<file path="src/rtl/mult_unit_pkg.sv">
// rtl/mult_unit_pkg.sv - shared types and constants for the iterative multiplier
package mult_unit_pkg;

  localparam int WIDTH_DEFAULT = 32;

  typedef enum logic [1:0] {
    ST_IDLE = 2'b00,
    ST_BUSY = 2'b01,
    ST_DONE = 2'b10
  } mult_state_e;

  // Read-path select codes the hazard detector uses to steer mfhi/mflo
  localparam logic [1:0] OUTSEL_HI = 2'b10;
  localparam logic [1:0] OUTSEL_LO = 2'b11;

endpackage

</file>
<file path="src/rtl/mult_datapath.sv">
// rtl/mult_datapath.sv - shift-add core: magnitude latch, accumulator, counter, sign fix-up
module mult_datapath
  import mult_unit_pkg::*;
#(
  parameter int WIDTH = WIDTH_DEFAULT
) (
  input  logic               clk,
  input  logic               rst,
  input  logic               start,
  input  logic               step,
  input  logic               signed_i,
  input  logic [WIDTH-1:0]   src_a,
  input  logic [WIDTH-1:0]   src_b,
  output logic               last,
  output logic [2*WIDTH-1:0] product
);

  localparam int CNT_W = (WIDTH > 1) ? $clog2(WIDTH) : 1;

  logic [WIDTH-1:0]   mcand_q, mcand_d;
  logic [WIDTH-1:0]   mplier_q, mplier_d;
  logic [WIDTH:0]     acc_q, acc_d;
  logic [CNT_W-1:0]   cnt_q, cnt_d;
  logic               sign_q, sign_d;
  logic [WIDTH-1:0]   addend;
  logic [WIDTH:0]     sum;
  logic [2*WIDTH-1:0] raw;

  always_comb begin
    addend   = mplier_q[0] ? mcand_q : '0;
    sum      = acc_q + {1'b0, addend};
    // Final product includes this cycle's add, so it is ready on the last BUSY edge
    raw      = {sum, mplier_q[WIDTH-1:1]};
    product  = sign_q ? -raw : raw;
    last     = (cnt_q == CNT_W'(WIDTH - 1));

    mcand_d  = mcand_q;
    mplier_d = mplier_q;
    acc_d    = acc_q;
    cnt_d    = cnt_q;
    sign_d   = sign_q;

    if (start) begin
      mcand_d  = (signed_i && src_a[WIDTH-1]) ? -src_a : src_a;
      mplier_d = (signed_i && src_b[WIDTH-1]) ? -src_b : src_b;
      sign_d   = signed_i & (src_a[WIDTH-1] ^ src_b[WIDTH-1]);
      acc_d    = '0;
      cnt_d    = '0;
    end else if (step) begin
      acc_d    = {1'b0, sum[WIDTH:1]};
      mplier_d = {sum[0], mplier_q[WIDTH-1:1]};
      cnt_d    = cnt_q + 1'b1;
    end
  end

  always_ff @(posedge clk or posedge rst) begin
    if (rst) begin
      mcand_q  <= '0;
      mplier_q <= '0;
      acc_q    <= '0;
      cnt_q    <= '0;
      sign_q   <= 1'b0;
    end else begin
      mcand_q  <= mcand_d;
      mplier_q <= mplier_d;
      acc_q    <= acc_d;
      cnt_q    <= cnt_d;
      sign_q   <= sign_d;
    end
  end

endmodule

</file>
<file path="src/rtl/mult_unit.sv">
// rtl/mult_unit.sv - per-lane iterative multiplier with HI/LO registers and E-stage stall
module mult_unit
  import mult_unit_pkg::*;
#(
  parameter int WIDTH = WIDTH_DEFAULT
) (
  input  logic             clk,
  input  logic             reset,
  input  logic             mult_E,
  input  logic             multSigned_E,
  input  logic [WIDTH-1:0] srcA_E,
  input  logic [WIDTH-1:0] srcB_E,
  input  logic             flush_E,
  input  logic             hiWrite_E,
  input  logic             loWrite_E,
  input  logic [WIDTH-1:0] hiloData_E,
  output logic             multStall_E,
  output logic [WIDTH-1:0] hi,
  output logic [WIDTH-1:0] lo,
  output logic             busy
);

  mult_state_e        state_q, state_d;
  logic [WIDTH-1:0]   hi_q, hi_d;
  logic [WIDTH-1:0]   lo_q, lo_d;
  logic               start;
  logic               step;
  logic               last;
  logic [2*WIDTH-1:0] product;

  mult_datapath #(.WIDTH(WIDTH)) u_dp (
    .clk      (clk),
    .rst      (reset),
    .start    (start),
    .step     (step),
    .signed_i (multSigned_E),
    .src_a    (srcA_E),
    .src_b    (srcB_E),
    .last     (last),
    .product  (product)
  );

  always_comb begin
    state_d     = state_q;
    hi_d        = hi_q;
    lo_d        = lo_q;
    start       = 1'b0;
    step        = 1'b0;
    multStall_E = 1'b0;

    unique case (state_q)
      ST_IDLE: begin
        if (!flush_E) begin
          if (mult_E) begin
            start       = 1'b1;
            multStall_E = 1'b1;
            state_d     = ST_BUSY;
          end
          if (hiWrite_E) hi_d = hiloData_E;
          if (loWrite_E) lo_d = hiloData_E;
        end
      end
      ST_BUSY: begin
        multStall_E = 1'b1;
        // A flush abandons the operation; nothing partial reaches hi/lo
        if (flush_E) begin
          state_d = ST_IDLE;
        end else begin
          step = 1'b1;
          if (last) begin
            hi_d    = product[2*WIDTH-1:WIDTH];
            lo_d    = product[WIDTH-1:0];
            state_d = ST_DONE;
          end
        end
      end
      ST_DONE: state_d = ST_IDLE;
      default: state_d = ST_IDLE;
    endcase
  end

  always_ff @(posedge clk or posedge reset) begin
    if (reset) begin
      state_q <= ST_IDLE;
      hi_q    <= '0;
      lo_q    <= '0;
    end else begin
      state_q <= state_d;
      hi_q    <= hi_d;
      lo_q    <= lo_d;
    end
  end

  assign hi   = hi_q;
  assign lo   = lo_q;
  assign busy = (state_q != ST_IDLE);

endmodule

</file>
<file path="config.mk">
export PLATFORM = sky130hd
export DESIGN_NAME = mult_unit
export DESIGN_NICKNAME = d
export VERILOG_FILES = /design/src/rtl/mult_unit_pkg.sv /design/src/rtl/mult_datapath.sv /design/src/rtl/mult_unit.sv
export SDC_FILE = /design/constraint.sdc
export NUM_CORES = 1
export LEC_CHECK = 0
export CAP_MARGIN = 25
export CORE_MARGIN = 3
export CORE_UTILIZATION = 45
export CTS_CLUSTER_DIAMETER = 80
export DETAILED_ROUTE_END_ITERATION = 10
export PLACE_DENSITY = 0.74
export SLEW_MARGIN = 25
export SYNTH_ARGS = -nofsm -noshare
export SYNTH_HDL_FRONTEND = slang
export SYNTH_SLANG_ARGS = --single-unit
</file>
<file path="constraint.sdc">
create_clock -name clk -period 11.3 [get_ports clk]
set_input_delay 2.26 -clock clk [delete_from_list [all_inputs] [get_ports clk]]
set_output_delay 2.26 -clock clk [all_outputs]
set_load 0.01 [all_outputs]
</file>
==> summary by stage <==
Timing
At the pin with the least slew margin, the transition time is 927.0 ps. The achievable frequency is 164.9 MHz. The share of the clock period used by the worst path after layout is 53.65%.

Clock skew on the completed layout was measured at 10.88 ps. The number of hold-slack violations in the final timing report is 0. The number of setup violations in the final report is 0.

The worst hold slack across all endpoints is 471.9 ps. The number of slew-limit violations in the final report is 0. Setup repair after global routing left no endpoint under its margin. Measured against its own limit, the worst slew margin works out to 38.20%. The worst path needs 6063 ps of the cycle, external delays included. Adding up every negative setup slack in the final design gives 0 ps.

Clock network
After clock tree synthesis, the flow added hold-fix buffers numbering 0. The CTS sink count is 168. The number of setup buffers added after CTS is 0. The number of buffers inserted during clock tree synthesis is 17. The later pin in the worst-skew pair is clocked with a latency of 440 ps.

The number of buffers on the longest clock path is 2. Clock-pin slew was measured on the worst setup and hold paths at 70 ps. The number of gates resized after CTS is 0. The maximum level of the CTS H-tree is 4. The root buffer cell chosen for the clock tree is clkbuf_16.

TritonCTS built the clock tree.

Floorplanning
The die is 165.3 um wide. The initial utilization of the core area, before any placement, comes to 46.42%. The height of the chip is 165.3 um.

The core region is 24600 um^2. The floorplan step defined a die boundary enclosing 27330 um^2. The number of placement rows is 57. The top-level port count is 169.

Drt
Using the TritonRoute via totals, the vias-per-cell ratio works out to 5.893. Summed over all layers, the routed wires come to 35090 um. The via count is 10730. In this run the remaining antenna-violating nets after routing total 0.

The routed wirelength normalized by instance count is 19.28 um. The total DRC errors in the routed layout is 0. The DRC violation total after the first TritonRoute iteration is 886. The iteration count of the initial detailed-routing pass is 6.

Synthesis
The top cell type by area accounts for 36.81% of the synthesized area. The proportion of synthesized flip-flops having asynchronous set or reset is 100.0%. The post-synthesis instance total is 1359. Summed over all instances, the cell type with the most area after synthesis is dfrtp_1. The cell area after technology mapping is 11420 um^2.

After synthesis, the netlist uses 66 different library cells. Sorting the synthesized cells by area gives the leading types as dfrtp_1 37%, xnor2_1 6.7%, o21ai_0 5.3%, nand2_1 5.2%, nor2_1 4.7%. In this run the mean area of a mapped cell was 8.405 um^2.

Sequential elements use 36.81% of the synthesized area. The share of the synthesized area in compound gates (AO/OA/AOI/OAI) is 24.57%. The arithmetic-cell share of the synthesized area counting full adders, half adders and majority gates is 4.228%. The synthesis-stage register bit count is 168.

The combinational family with the most area after synthesis is compound AO/OA/AOI/OAI gates. The Yosys warning count is 0. The multiplexer share of the synthesized area is 0.7120%. The simple logic cell fraction of the synthesized area is 19.45%. In this run, synthesis inferred 0 flip-flops with an integrated enable. Synthesis produced a netlist with a net count of 1500. For this run, the leading register cell type out of synthesis is dfrtp_1. The parity-gate share of the synthesized area counting xor and xnor cells is 10.81%.

Setup path
Traced cell by cell, the critical path runs through clkdlybuf4s50_1 > nor2b_1 > nor2_1 > nor2_1 > clkdlybuf4s50_1. The critical path capture point type is an output port. The kind of start point of the critical path is an input port. The worst setup path is of the in2out kind. The end of the worst register-to-register path is hi[30]$_DFFE_PP0P_. In this run the critical register-to-register path is launched from u_dp.mplier_q[0]$_DFFE_PP0P_. The cell with the biggest individual delay on the critical path is clkdlybuf4s50_1. Data arrives at the worst endpoint at 3800 ps.

The critical path ends at multStall_E. The largest stage delay on the critical path is 570 ps. The maximum fanout encountered on the critical timing path is 5.

The required time of the critical path is 9040 ps. Setup slack on the worst reg-to-reg path comes out at 5940 ps. The number of cell instances on the worst register-to-register path is 13. The beginning of the critical path is flush_E.

Layout
The post-layout net count is 1623. Cells fill 56.80% of the core in the end. Leaving out fill and tap cells, the most frequent cells in the layout are 168 x dfrtp_1, 168 x clkdlybuf4s50_1, 157 x nand2_1. The share of layout cells above drive strength 1 is 4.816%. The finished layout cell area is 13970 um^2.

The final non-filler cell total is 1820. The area growth from synthesis to layout is 22.35%.

Hold path
The worst min-delay path startpoint is u_dp.mcand_q[13]$_DFFE_PP0P_. The path class of the tightest hold or removal check is reg2reg.

Placed design
The cell total after placement is 1786. The number of buffers inserted by port buffering is 168. The congestion estimate from routability-driven global placement came to 0.9502.

The cell area after placement is 13360 um^2. Detailed placement finished with a half-perimeter wire length of 26530 um.

Global route
The via count of the first global-routing pass is 9971. The total overflow left after global routing is 0. The wire length of the first global-routing pass is 54300 um. The initial antenna violation count is 0. Entering global routing, the biggest net connects 97 pins.

Global routing used 25.26% of the available tracks across all layers.

Power
The power density over the cells is 175.1 nW/um^2. IR analysis of the VDD net gives a maximum drop of 0.09330 mV. The static power due to leakage is 5.813 nW.

Job
The tool flagged a number of max-cap violations equal to 0.

Status
The flow ran to the end, and the final reports show no timing, DRC or antenna violations.
-- cells by family after synthesis --
| kind of cell | count (synthesis) |
|---|---|
| simple gates | 468 |
| mux | 8 |
| flops | 168 |
| compound gates | 432 |
| buf+inv | 104 |
| fa+ha+maj | 38 |
| xor+xnor | 141 |
-- through the flow --
step                      setup slack [ps]  power [mW]
after global routing                  5161       2.590
after global placement                5246       1.835
after CTS                             5243       2.439
after floorplan                       4493       1.472
final                                 5237       2.447
after detailed placement              5258       1.858
-- how the worst min path moves through the flow --
stage	to	slack, ps	cells past startpoint
detailed placement	u_dp.mcand_q[13]$_DFFE_PP0P_	460	2
global route	u_dp.mcand_q[10]$_DFFE_PP0P_	490	2
finish	u_dp.mcand_q[13]$_DFFE_PP0P_	470	2
floorplan	u_dp.mcand_q[0]$_DFFE_PP0P_	440	2
CTS	u_dp.mcand_q[13]$_DFFE_PP0P_	480	2
global placement	u_dp.mcand_q[16]$_DFFE_PP0P_	460	2
-- state kept, by name (all words and copies together) (netlist names) --
name	count
hi	32
lo	32
u_dp.acc_q	32
u_dp.mcand_q	32
u_dp.mplier_q	32
u_dp.cnt_q	5
state_q	2
u_dp.sign_q	1
-- power by group --
part	internal (mW)	switching (mW)
combinational	0.433	0.527
clock	0.295	0.289
sequential	0.743	0.159
-- Yosys cell counts, types with 3 or more instances --
master / n
or4_4: 3
a31oi_1: 12
a221oi_1: 7
or4b_2: 3
and4_1: 3
clkbuf_1: 71
mux2i_1: 7
dfrtp_1: 168
or4_1: 9
a211oi_1: 17
and3_1: 6
nand4_1: 7
o221ai_1: 4
a22o_1: 30
nor3b_1: 3
o211ai_1: 7
nor2_1: 144
and2_1: 42
a41oi_1: 3
or2_1: 3
o21bai_1: 4
ha_1: 37
inv_1: 27
a21oi_1: 84
o21ai_1: 9
nand2_1: 158
nor2b_1: 4
buf_1: 6
nor4_1: 11
nor3_1: 27
nand3_1: 9
xor2_1: 53
or3_1: 12
o31ai_1: 52
o21ai_0: 121
o41ai_1: 10
a22oi_1: 31
nand2b_1: 10
a21o_1: 17
or2_2: 3
xnor2_1: 88
-- critical path, delay by kind of cell --
family / cells / cell delay (ps)
and+or+nand+nor: 3 / 430
buffers and inverters: 2 / 1110
-- metal layers --
metal / routed length, um / global-route usage, %
met1: 15900 / 35.65
met2: 15680 / 38.39
met3: 2724 / 6.610
met4: 784 / 7.183
met5: 0 / 0
-- area by class of cell --
type / count / area (um^2)
timing repair buffer: 181 / 1799
fill: 2206 / 10630
clock inverter: 15 / 158.9
sequential: 168 / 4204
tap: 324 / 405.4
multi-input combinational: 1087 / 6873
inverter: 27 / 106.4
clock buffer: 17 / 425.4
antenna: 1 / 2.502
No activity file was read; power rests on OpenSTA's default activity.
